==> src/rtl/sort_sequencer_if.sv <==
// Stream bundle for sort_sequencer: valid/ready word input, valid/ready sorted output, busy flag.
interface sort_sequencer_if #(
    parameter int W = 4
);
    logic         in_valid;
    logic         in_ready;
    logic [W-1:0] in_data;
    logic         out_valid;
    logic         out_ready;
    logic [W-1:0] out_data;
    logic         busy;

    modport master (
        output in_valid, in_data, out_ready,
        input  in_ready, out_valid, out_data, busy
    );

    modport slave (
        input  in_valid, in_data, out_ready,
        output in_ready, out_valid, out_data, busy
    );
endinterface

==> src/rtl/sort_sequencer.sv <==
// Frame sorter: loads N words, bubble-sorts them with one compare-exchange unit
// over N(N-1)/2 cycles, then streams them out smallest first.
module sort_sequencer #(
    parameter int N = 5,
    parameter int W = 4
) (
    input  logic               clk,
    input  logic               rst,
    sort_sequencer_if.slave    bus
);
    localparam int KW = (N > 2) ? $clog2(N) : 1;
    localparam logic [KW-1:0] LAST_IDX = KW'(N - 1);
    localparam logic [KW-1:0] LAST_PASS = KW'(N - 2);

    typedef enum logic [1:0] {LOAD, SORT, DRAIN} state_t;

    state_t          state_reg;
    logic [KW-1:0]   k_reg;
    logic [KW-1:0]   p_reg;
    logic [KW-1:0]   i_reg;
    logic            in_ready_reg;
    logic            out_valid_reg;
    logic            busy_reg;
    logic [W-1:0]    r_reg  [N];
    logic [W-1:0]    r_next [N];

    logic [W-1:0]    lo_word;
    logic [W-1:0]    hi_word;
    logic            do_swap;
    logic            accept;

    // Single compare-exchange unit, steered by the index counter.
    assign lo_word = r_reg[i_reg];
    assign hi_word = r_reg[i_reg + KW'(1)];
    assign do_swap = (state_reg == SORT) && (lo_word > hi_word);
    assign accept  = (state_reg == LOAD) && bus.in_valid;

    genvar gi;
    generate
        for (gi = 0; gi < N; gi++) begin : g_word
            logic load_here;
            logic swap_from_hi;
            logic swap_from_lo;

            assign load_here    = accept && (k_reg == KW'(gi));
            assign swap_from_hi = do_swap && (gi < N - 1) && (i_reg == KW'(gi));
            if (gi > 0) begin : g_lo
                assign swap_from_lo = do_swap && (i_reg == KW'(gi - 1));
            end else begin : g_nolo
                assign swap_from_lo = 1'b0;
            end

            assign r_next[gi] = load_here    ? bus.in_data :
                                swap_from_hi ? hi_word     :
                                swap_from_lo ? lo_word     :
                                               r_reg[gi];
        end
    endgenerate

    always_ff @(posedge clk) begin
        if (rst) begin
            r_reg <= '{default: '0};
        end else begin
            r_reg <= r_next;
        end
    end

    always_ff @(posedge clk) begin
        if (rst) begin
            state_reg     <= LOAD;
            k_reg         <= '0;
            p_reg         <= '0;
            i_reg         <= '0;
            in_ready_reg  <= 1'b1;
            out_valid_reg <= 1'b0;
            busy_reg      <= 1'b0;
        end else begin
            case (state_reg)
                LOAD: begin
                    if (bus.in_valid) begin
                        if (k_reg == LAST_IDX) begin
                            k_reg        <= '0;
                            p_reg        <= '0;
                            i_reg        <= '0;
                            state_reg    <= SORT;
                            in_ready_reg <= 1'b0;
                            busy_reg     <= 1'b1;
                        end else begin
                            k_reg <= k_reg + KW'(1);
                        end
                    end
                end
                SORT: begin
                    // End of a pass: the tail beyond N-2-p is already in final order.
                    if (i_reg == LAST_PASS - p_reg) begin
                        i_reg <= '0;
                        if (p_reg == LAST_PASS) begin
                            p_reg         <= '0;
                            state_reg     <= DRAIN;
                            out_valid_reg <= 1'b1;
                        end else begin
                            p_reg <= p_reg + KW'(1);
                        end
                    end else begin
                        i_reg <= i_reg + KW'(1);
                    end
                end
                DRAIN: begin
                    if (bus.out_ready) begin
                        if (k_reg == LAST_IDX) begin
                            k_reg         <= '0;
                            state_reg     <= LOAD;
                            out_valid_reg <= 1'b0;
                            busy_reg      <= 1'b0;
                            in_ready_reg  <= 1'b1;
                        end else begin
                            k_reg <= k_reg + KW'(1);
                        end
                    end
                end
                default: begin
                    state_reg     <= LOAD;
                    k_reg         <= '0;
                    p_reg         <= '0;
                    i_reg         <= '0;
                    in_ready_reg  <= 1'b1;
                    out_valid_reg <= 1'b0;
                    busy_reg      <= 1'b0;
                end
            endcase
        end
    end

    assign bus.in_ready  = in_ready_reg;
    assign bus.out_valid = out_valid_reg;
    assign bus.busy      = busy_reg;
    assign bus.out_data  = out_valid_reg ? r_reg[k_reg] : '0;
endmodule
==> src/flat_wrapper.sv <==
// flat-port wrapper written by rule: the top's interface ports become plain ports
module sort_sequencer_flat 
#(
    parameter int N = 5,
    parameter int W = 4
)
  (clk, rst, bus_in_valid, bus_in_data, bus_out_ready, bus_in_ready, bus_out_valid, bus_out_data, bus_busy);
  sort_sequencer_if #(.W(W)) bus_i ();
  input  logic clk;
  input  logic rst;
  input wire logic [$bits(bus_i.in_valid)-1:0] bus_in_valid;
  input wire logic [$bits(bus_i.in_data)-1:0] bus_in_data;
  input wire logic [$bits(bus_i.out_ready)-1:0] bus_out_ready;
  output wire logic [$bits(bus_i.in_ready)-1:0] bus_in_ready;
  output wire logic [$bits(bus_i.out_valid)-1:0] bus_out_valid;
  output wire logic [$bits(bus_i.out_data)-1:0] bus_out_data;
  output wire logic [$bits(bus_i.busy)-1:0] bus_busy;
  assign bus_i.in_valid = bus_in_valid;
  assign bus_i.in_data = bus_in_data;
  assign bus_i.out_ready = bus_out_ready;
  assign bus_in_ready = bus_i.in_ready;
  assign bus_out_valid = bus_i.out_valid;
  assign bus_out_data = bus_i.out_data;
  assign bus_busy = bus_i.busy;
  sort_sequencer #(.N(N), .W(W)) u_core (.clk(clk), .rst(rst), .bus(bus_i));
endmodule
==> config.mk <==
export PLATFORM = sky130hd
export DESIGN_NAME = sort_sequencer_flat
export DESIGN_NICKNAME = d
export VERILOG_FILES = /design/src/rtl/sort_sequencer_if.sv /design/src/rtl/sort_sequencer.sv /design/src/flat_wrapper.sv
export SDC_FILE = /design/constraint.sdc
export NUM_CORES = 1
export LEC_CHECK = 0
export ABC_AREA = 1
export BUFFER_PORTS_ARGS = -buffer_cell sky130_fd_sc_hd__buf_4
export CAP_MARGIN = 25
export CORE_UTILIZATION = 30
export DETAILED_ROUTE_END_ITERATION = 10
export MAX_ROUTING_LAYER = met4
export PLACE_DENSITY_LB_ADDON = 0.12
export SKIP_CTS_REPAIR_TIMING = 1
export SLEW_MARGIN = 15
export SYNTH_ARGS = -nofsm -noshare
export SYNTH_HDL_FRONTEND = slang
export SYNTH_SLANG_ARGS = --single-unit
==> constraint.sdc <==
create_clock -name clk -period 3.05 [get_ports clk]
set_clock_uncertainty 0.15 [all_clocks]
set_input_delay 0.1525 -clock clk [delete_from_list [all_inputs] [get_ports clk]]
set_output_delay 0.1525 -clock clk [all_outputs]
set_load 0.01 [all_outputs]
# Word-level counts from Yosys, hierarchy flattened
# Cells that the tools add are included.
[classes] reduce_logical=25 n_lt_le_gt_ge=4 addsub=4 muxes=52 n_eq_ne=17 n_bitwise=6
[op_table] operator="$mux W4" count=20
[op_table] operator="$bmux W4 S3" count=3
[op_table] operator="$pmux W3 S3" count=3
[op_table] operator="$mux W3" count=8
[op_table] operator="$eq A3 B2 Y1 const B" count=5
[op_table] operator="$ge A4 B4 Y1 const B" count=3
[op_table] operator="$mux W2" count=6
[op_table] operator="$not A3 Y4" count=3
[op_table] operator="$logic_and A1 B1 Y1" count=11
[op_table] operator="$ne A2 B2 Y1 const B" count=5
[op_table] operator="$reduce_and A5 Y1" count=2
[op_table] operator="$add A3 B1 Y3 const B" count=3
[op_table] operator="$pmux W1 S3" count=3
[op_table] operator="$reduce_bool A3 Y1" count=3
[op_table] operator="$mux W1" count=8
[op_table] operator="$eq A3 B1 Y1 const B" count=2
[op_table] operator="$logic_not A3 Y1" count=2
[op_table] operator="$pmux W2 S3" count=1
[op_table] operator="$reduce_and A3 Y1" count=2
[op_table] operator="$reduce_and A6 Y1" count=1
[op_table] operator="$gt A4 B4 Y1" count=1
[op_table] operator="$reduce_and A4 Y1" count=1
[op_table] operator="$reduce_bool A2 Y1" count=2
[op_table] operator="$eq A3 B3 Y1" count=1
[op_table] operator="other kinds (7)" count=9
[word_totals] inputBits=8 out_inout_bits=7 ff_bits=34 word_cells=120

# Longest topological paths before layout
# Gate-level depths: netlist of run 1.
[logic_depth] ltp_word=11 ltp_mapped=23 ltp_nobuf=21

# Least setup slack after synthesis of run 1
# Ideal clock, no wire load.
[synth_timing] path_type="reg2reg" startpoint="reg u_core.i_reg[0]" endpoint="reg u_core.r_reg[3] in the netlist's numbering" synth_period_minus_slack_ps=3080 slack_ps=-30 arrival_ps=2819 t_required_ps=2790 setup_time_ps=110 path_stages_with_launch=21 path_cell_list="dfxtp_1 inv_2 buf_2 ha_1 clkbuf_1 inv_1 nor2_1 o21ai_0 nand2_1 ha_1 nand2_1 inv_1 nand2_1 nand2_1 nand3_4 nand2_1 inv_1 nand2_1 o211ai_1 nand2_1 inv_1"
[synth_via] elab_chain_len=9 word_cells_on_any_way=16 cone_classes="add/sub (1); order compare (1); eq/ne (1); mux (8); bitwise (2); reduce/logical (3)"
[synth_lines] item="start, declared" line_no="sort_sequencer.sv:20" source="logic [KW-1:0] i_reg;"
[synth_lines] item="start signal, assigned" line_no="sort_sequencer.sv:105" source="i_reg <= i_reg + KW'(1);"
[synth_lines] item="$add A3 B1 Y3" line_no="sort_sequencer.sv:34" source="assign hi_word = r_reg[i_reg + KW'(1)];"
[synth_lines] item="$not A3 Y4 (not written as such)" line_no="sort_sequencer.sv:34"
[synth_lines] item="$bmux W4 S3" line_no="sort_sequencer.sv:34"
[synth_lines] item="$mux W4 (not written as such) (2 in series)" line_no="sort_sequencer.sv:34"
[synth_lines] item="$gt A4 B4 Y1" line_no="sort_sequencer.sv:35" source="assign do_swap = (state_reg == SORT) && (lo_word > hi_word);"
[synth_lines] item="$logic_and A1 B1 Y1" line_no="sort_sequencer.sv:35"
[synth_lines] item="$logic_and A1 B1 Y1" line_no="sort_sequencer.sv:48" source="assign swap_from_lo = do_swap && (i_reg == KW'(gi - 1));"
[synth_lines] item="$reduce_bool A2 Y1 (no line)"
[synth_lines] item="end signal, assigned" line_no="sort_sequencer.sv:64" source="r_reg <= r_next;"
[synth_lines] item="end, declared" line_no="sort_sequencer.sv:24" source="logic [W-1:0] r_reg [N];"
# Parallel ways exist; a longest one is shown, timed or not. The select of a mux whose other input is x is not followed.
# A chain may end at the register's enable or synchronous reset.

# Final worst setup path of run 1
[layout_timing] startpoint="reg u_core.i_reg[0]" endpoint="reg u_core.r_reg[8] in the netlist's numbering"
[layout_via] elab_chain_len=10 word_cells_on_any_way=19 cone_classes="add/sub (1); order compare (1); eq/ne (2); mux (9); bitwise (2); reduce/logical (4)"
[layout_lines] item="$add A3 B1 Y3" line_no="sort_sequencer.sv:34"
[layout_lines] item="$not A3 Y4 (not written as such)" line_no="sort_sequencer.sv:34"
[layout_lines] item="$bmux W4 S3" line_no="sort_sequencer.sv:34"
[layout_lines] item="$mux W4 (not written as such) (2 in series)" line_no="sort_sequencer.sv:34"
[layout_lines] item="$gt A4 B4 Y1" line_no="sort_sequencer.sv:35"
[layout_lines] item="$logic_and A1 B1 Y1" line_no="sort_sequencer.sv:35"
[layout_lines] item="$logic_and A1 B1 Y1" line_no="sort_sequencer.sv:46" source="assign swap_from_hi = do_swap && (gi < N - 1) && (i_reg == KW'(gi));"
[layout_lines] item="$mux W4" line_no="sort_sequencer.sv:54" source="swap_from_hi ? hi_word :"
[layout_lines] item="$mux W4" line_no="sort_sequencer.sv:53" source="assign r_next[gi] = load_here ? bus.in_data :"
# Parallel ways exist; a longest one is shown, timed or not. The select of a mux whose other input is x is not followed.

==> results.py, run 1 <==
metrics = {
    "floorplanning": {
        "dieArea_um2": 9576,
        "start_util": 0.3130,
        "coreArea_um2": 8806,
        "chipHeight_um": 97.86,
        "io_pins": 15,
        "rows": 34,
        "die_x_um": 97.86,
    },
    "place": {
        "port_buffers": 14,
        "hpwlAfterDp_um": 6822,
        "pre_cts_ws_ns": 0.06923,
        "numPlacedInstances": 590,
        "gp_congestion": 0.8631,
    },
    "power": {
        "powerDensity_nw_per_um2": 824.1,
        "max-vdd-ir-drop_mv": 0.4607,
        "leakage_uw": 0.001521,
    },
    "clock_tree": {
        "clk_pin_slew_ns": 0.08,
        "clock-root-buffer": "clkbuf_8",
        "htree_levels": 2,
        "max-clock-path-buffers": 2,
        "clock_latency_ns": 0.29,
        "cts_tree": "yes",
        "numCtsBuffers": 5,
        "clock-sinks": 34,
    },
    "critical_path": {
        "slowest_stage": "dfxtp_1",
        "required_ns": 3.13,
        "cp_common_cell": "nand2_1",
        "slowest_delay_ns": 0.35,
        "critPathTopFamily": "adder cells",
        "worst-path-buf-inv": 0,
        "start_kind": "flip-flop",
        "critical_path_class": "flip-flop to flip-flop",
        "cp_cell_sequence": "ha_1 -> ha_4 -> o21ai_0 -> o21ai_1 -> nand2_1 -> ha_1 -> nand2_1 -> nor2_2 -> nor2_8 -> o211ai_2 -> nand2_1 -> nand3_1 -> a21oi_1",
        "crit_arrival_ns": 2.83,
        "worst_setup_path_end_kind": "flip-flop",
        "critPathMaxFanout": 8,
    },
    "cells_and_area": {
        "drive_gt1_frac": 0.1224,
        "finalNetCount": 512,
        "layoutNonFillerInstCount": 598,
        "syn2layout_area_growth_pct": 15.02,
        "fin_util": 0.3600,
        "largest_register_ffs": 20,
        "diodes": 0,
    },
    "sta": {
        "slew_headroom": 0.6858,
        "setup_viol": 0,
        "rsz0062_at_grt": "no",
        "fmax_ghz": 0.3633,
        "layout_setup_ws_ns": 0.2977,
        "whs_ns": 0.03713,
        "fin_crit_sh": 0.9024,
        "hold_viol": 0,
        "worst_pin_slew_ns": 0.4696,
        "tns_ns": 0,
        "slew_violations": 0,
        "min_period_ns": 2.752,
    },
    "run_status": {
        "status": "complete, no violations",
    },
    "detailed_routing": {
        "via_count": 2896,
        "first_pass_iters": 4,
        "drtIter0Drc": 214,
        "wire_per_inst_um": 14.27,
        "drt.antenna.violating_nets": 0,
        "drc": 0,
        "routed_wl_um": 8536,
        "routed_via_density": 4.843,
    },
    "synth": {
        "syn_nets": 489,
        "syn_avg_cell_area_um2": 5.915,
        "netlist_area_um2": 2756,
        "yosysSeqAreaShare": 0.2469,
        "synthFlopType": "dfxtp_1",
        "synthCells": 466,
        "ys_ff_latch": 34,
        "synth_edf_count": 0,
        "ys_warn_count": 0,
        "async_reset_ff_frac": 0,
        "yosysUniqueCellTypes": 32,
    },
    "grt": {
        "antenna_found_initial": 0,
        "grt_max_degree": 21,
        "grt_pass1_vias": 2691,
        "overflow": 0,
        "grt_pass1_wl_um": 14180,
        "grt.total_usage": 0.1952,
    },
    "run": {
        "max_cap_violations": 0,
    },
    "hold_path": {
        "min_path_type": "primary input to flip-flop",
    },
}
## area by class of cell
class,instances,area [um^2]
clock buffers,6,72.57
clock inverters,2,13.76
fillers,982,5635
inverters,76,286.5
multi-input cells,347,1793
flip-flops and latches,34,681.9
well taps,108,135.1
repair buffers,25,187.7
## layout by cell type, fill, tap and decap left out, drive strengths merged
cell    netlist  routed
a211oi        4       4
a21oi        35      35
a22oi         1       1
a31oi         5       5
buf           5      25
clkbuf        4       6
clkinv        3       5
dfxtp        34      34
ha           15      15
inv          73      73
nand2       171     171
nand3        61      61
nand4         3       3
nor2         23      23
nor3          2       2
nor3b         1       1
o211ai        5       5
o21ai        18      18
or2           1       1
xnor2         2       2
## tightest hold or removal path: stages
cell	delay, ns
buf_4	0.14
nand2_1	0.07
a31oi_1	0.07
## stage by stage
step / area, um^2 / power (uW)
4_1_cts: 3126 / 2531
3_5_place_dp: 3039 / 2173
2_1_floorplan: 2759 / 1737
3_3_place_gp: 3039 / 2172
5_1_grt: 3171 / 2881
6_report: 3171 / 2613
## cells in the mapped netlist (5+ instances only)
library cell | number | area [um^2]
nand3_1 | 58 | 290.3
a21oi_1 | 35 | 175.2
dfxtp_1 | 34 | 680.7
ha_1 | 15 | 187.7
a31oi_1 | 5 | 31.28
inv_1 | 69 | 259.0
o21ai_0 | 17 | 85.08
nor2_1 | 17 | 63.81
nand2_1 | 167 | 626.9
## cell families after synthesis
family,after synthesis,share of synthesized area
compound gates,68,0.1403
flops,34,0.2469
xor+xnor,2,0.006356
buf+inv,85,0.1194
fa+ha+maj,15,0.06809
simple gates,262,0.4190
## final timing paths
kind,start,cells past startpoint,endpoint,slack (ns)
worst max-delay path,u_core.i_reg[0],13,u_core.r_reg[8],0.30
worst min register to register,u_core.bus.in_ready,2,u_core.bus.in_ready,0.30
worst min-delay path,bus_in_data[3],3,u_core.r_reg[19],0.04
worst max register to register,u_core.i_reg[0],13,u_core.r_reg[8],0.30
## power by group
| group | switching (uW) | internal, uW |
|---|---|---|
| registers | 107 | 525 |
| logic | 1090 | 552 |
| clock network | 183 | 161 |
| total | 1370 | 1240 |
## layer usage
metal | GRT usage | vias to the layer above | wire, um
li1 | - | 1531 | -
met1 | 0.2596 | 1296 | 4136
met2 | 0.3093 | 57 | 3828
met3 | 0.02577 | 12 | 387
met4 | 0.05361 | 0 | 184
met5 | - | - | 0
Power figures use the tool's default switching activity.
==> run 2, diff against run 1 <==
--- a/config.mk
+++ b/config.mk
@@ -11,2 +11,3 @@
 export CORE_UTILIZATION = 30
+export CTS_BUF_LIST = sky130_fd_sc_hd__clkbuf_4
 export DETAILED_ROUTE_END_ITERATION = 10
==> constraint.sdc (replaced) <==
create_clock -name clk -period 3.05 [get_ports clk]
set_clock_uncertainty 0.15 [all_clocks]
set_input_delay 0.305 -clock clk [delete_from_list [all_inputs] [get_ports clk]]
set_output_delay 0.305 -clock clk [all_outputs]
set_load 0.01 [all_outputs]
==> run 2 against run 1 <==
  * Worst hold slack better by 0.086 ns
  * Combinational power barely moved
  * First-iteration DRC count up 5.6%
  * Register-to-register slack got worse by 0.03 ns
  * Cell area fell by 1.2%
  * Core utilization down 0.43 points
  * Flip-flop and latch count is the same
  * Non-clock buffer count is the same
  * Clock-buffer cell count unchanged
  * Global-route usage down 0.14 points
  * Wire length grew 0.32%
  * Largest cell class unchanged
==> results.py, run 2 (synthesis gave the netlist of run 1 again) <==
metrics = {
    "critical_path": {
        "start_kind": "flip-flop",
        "required_ns": 3.19,
        "worst-path-buf-inv": 3,
        "critPathTopFamily": "simple AND/OR/NAND/NOR gates",
        "critical_path_class": "flip-flop to flip-flop",
        "crit_cells": 16,
        "r2r_end": "u_core.r_reg[8]",
        "crit_arrival_ns": 2.92,
        "reg2reg_depth": 16,
        "ff2ff_setup_slack_ns": 0.27,
        "reg2reg_from": "u_core.i_reg[0]",
        "cp_common_cell": "nand2_1",
        "slowest_stage": "dfxtp_1",
        "cp_cell_sequence": "inv_2 -> ha_2 -> inv_2 -> nand3_1 -> nand2_1 -> nand2_1 -> nand2_1 -> inv_1 -> ha_1 -> nand2_1 -> nor2_2 -> nor2_8 -> o211ai_2 -> nand2_1 -> nand3_1 -> a21oi_1",
        "slowest_delay_ns": 0.40,
        "worst_setup_path_end_kind": "flip-flop",
        "critPathMaxFanout": 8,
    },
    "clock_tree": {
        "cts_tree": "yes",
        "htree_levels": 2,
        "clock-sinks": 34,
        "numCtsBuffers": 5,
        "clk_pin_slew_ns": 0.12,
        "max-clock-path-buffers": 2,
        "clock_latency_ns": 0.35,
        "clock-root-buffer": "clkbuf_4",
    },
    "detailed_routing": {
        "wire_per_inst_um": 14.32,
        "drc": 0,
        "routed_wl_um": 8563,
        "first_pass_iters": 5,
        "drtIter0Drc": 226,
        "drt.antenna.violating_nets": 0,
        "routed_via_density": 4.843,
        "via_count": 2896,
    },
    "grt": {
        "grt_pass1_wl_um": 14120,
        "overflow": 0,
        "grt_max_degree": 21,
        "grt.total_usage": 0.1938,
        "grt_pass1_vias": 2678,
        "antenna_found_initial": 0,
    },
    "cells_and_area": {
        "layout_commonest_cell": "nand2_1",
        "final_cell_mix": "166 x nand2_1, 68 x inv_1, 58 x nand3_1, 35 x a21oi_1, 33 x dfxtp_1",
        "syn2layout_area_growth_pct": 13.66,
        "layoutNonFillerInstCount": 598,
        "largest_register_ffs": 20,
        "fin_util": 0.3558,
        "finalNetCount": 512,
        "drive_gt1_frac": 0.1245,
        "diodes": 0,
    },
    "floorplanning": {
        "dieArea_um2": 9576,
        "coreArea_um2": 8806,
        "die_x_um": 97.86,
        "io_pins": 15,
        "chipHeight_um": 97.86,
        "start_util": 0.3130,
        "rows": 34,
    },
    "run": {
        "max_cap_violations": 0,
    },
    "place": {
        "numPlacedInstances": 590,
        "gp_congestion": 0.8631,
        "port_buffers": 14,
        "hpwlAfterDp_um": 6822,
    },
    "sta": {
        "tns_ns": 0,
        "hold_viol": 0,
        "fmax_ghz": 0.3597,
        "slew_headroom": 0.6866,
        "setup_viol": 0,
        "rsz0062_at_grt": "no",
        "whs_ns": 0.1235,
        "slew_violations": 0,
        "min_period_ns": 2.780,
        "worst_pin_slew_ns": 0.4684,
        "fin_crit_sh": 0.9116,
    },
    "power": {
        "finalPower_uw": 2527,
        "leakage_uw": 0.001509,
        "max-vdd-ir-drop_mv": 0.4497,
        "powerDensity_nw_per_um2": 806.6,
    },
    "run_status": {
        "status": "complete, no violations",
    },
    "hold_path": {
        "whs_path_depth": 3,
        "hold_start": "bus_in_data[3]",
        "whs_endpoint": "u_core.r_reg[19]",
        "min_path_type": "primary input to flip-flop",
    },
}
## run 2: per-stage QoR
stage                     setup WS (ns)  cell area (um^2)
after global placement          0.08851              3039
after detailed placement        0.06923              3039
final                            0.2697              3133
after floorplan                 0.01877              2759
after CTS                       0.02834              3098
after global routing            0.01917              3133
## run 2: area by class of cell
class                      count  area, um^2
fill                         988        5673
clock inverter                 2       13.76
sequential                    34       681.9
inverter                      76       286.5
tap                          108       135.1
multi-input combinational    347        1783
clock buffer                   6       45.04
timing repair buffer          25       187.7
## run 2: worst reg2reg max path: stages (launching register included)
cell and delay, ns:
dfxtp_1 0.40, inv_2 0.05, ha_2 0.35, inv_2 0.13, nand3_1 0.09, nand2_1 0.09, nand2_1 0.06, nand2_1 0.09
inv_1 0.05, ha_1 0.26, nand2_1 0.11, nor2_2 0.09, nor2_8 0.21, o211ai_2 0.21, nand2_1 0.15, nand3_1 0.11
a21oi_1 0.14
## run 2: layer usage
metal,routed length (um),global-route usage,up-vias
li1,-,-,1530
met4,109,0.03963,0
met2,3926,0.3164,53
met1,4261,0.2587,1305
met5,0,-,-
met3,265,0.02004,8
## run 2: where the power goes
group / internal (uW) / switching (uW) / total, uW
Sequential: 525 / 107 / 631
Clock: 99.5 / 175 / 275
Combinational: 542 / 1080 / 1620
Total: 1170 / 1360 / 2530
## run 2: how the worst max path moves through the flow
stage / start / endpoint / slack, ns
2_1_floorplan: u_core.i_reg[0] / u_core.r_reg[4] / 0.02
5_1_grt: u_core.i_reg[0] / u_core.r_reg[13] / 0.02
4_1_cts: u_core.i_reg[1] / u_core.r_reg[4] / 0.03
3_3_place_gp: u_core.i_reg[0] / u_core.r_reg[4] / 0.09
3_5_place_dp: u_core.i_reg[1] / u_core.r_reg[4] / 0.07
6_report: u_core.i_reg[0] / u_core.r_reg[8] / 0.27
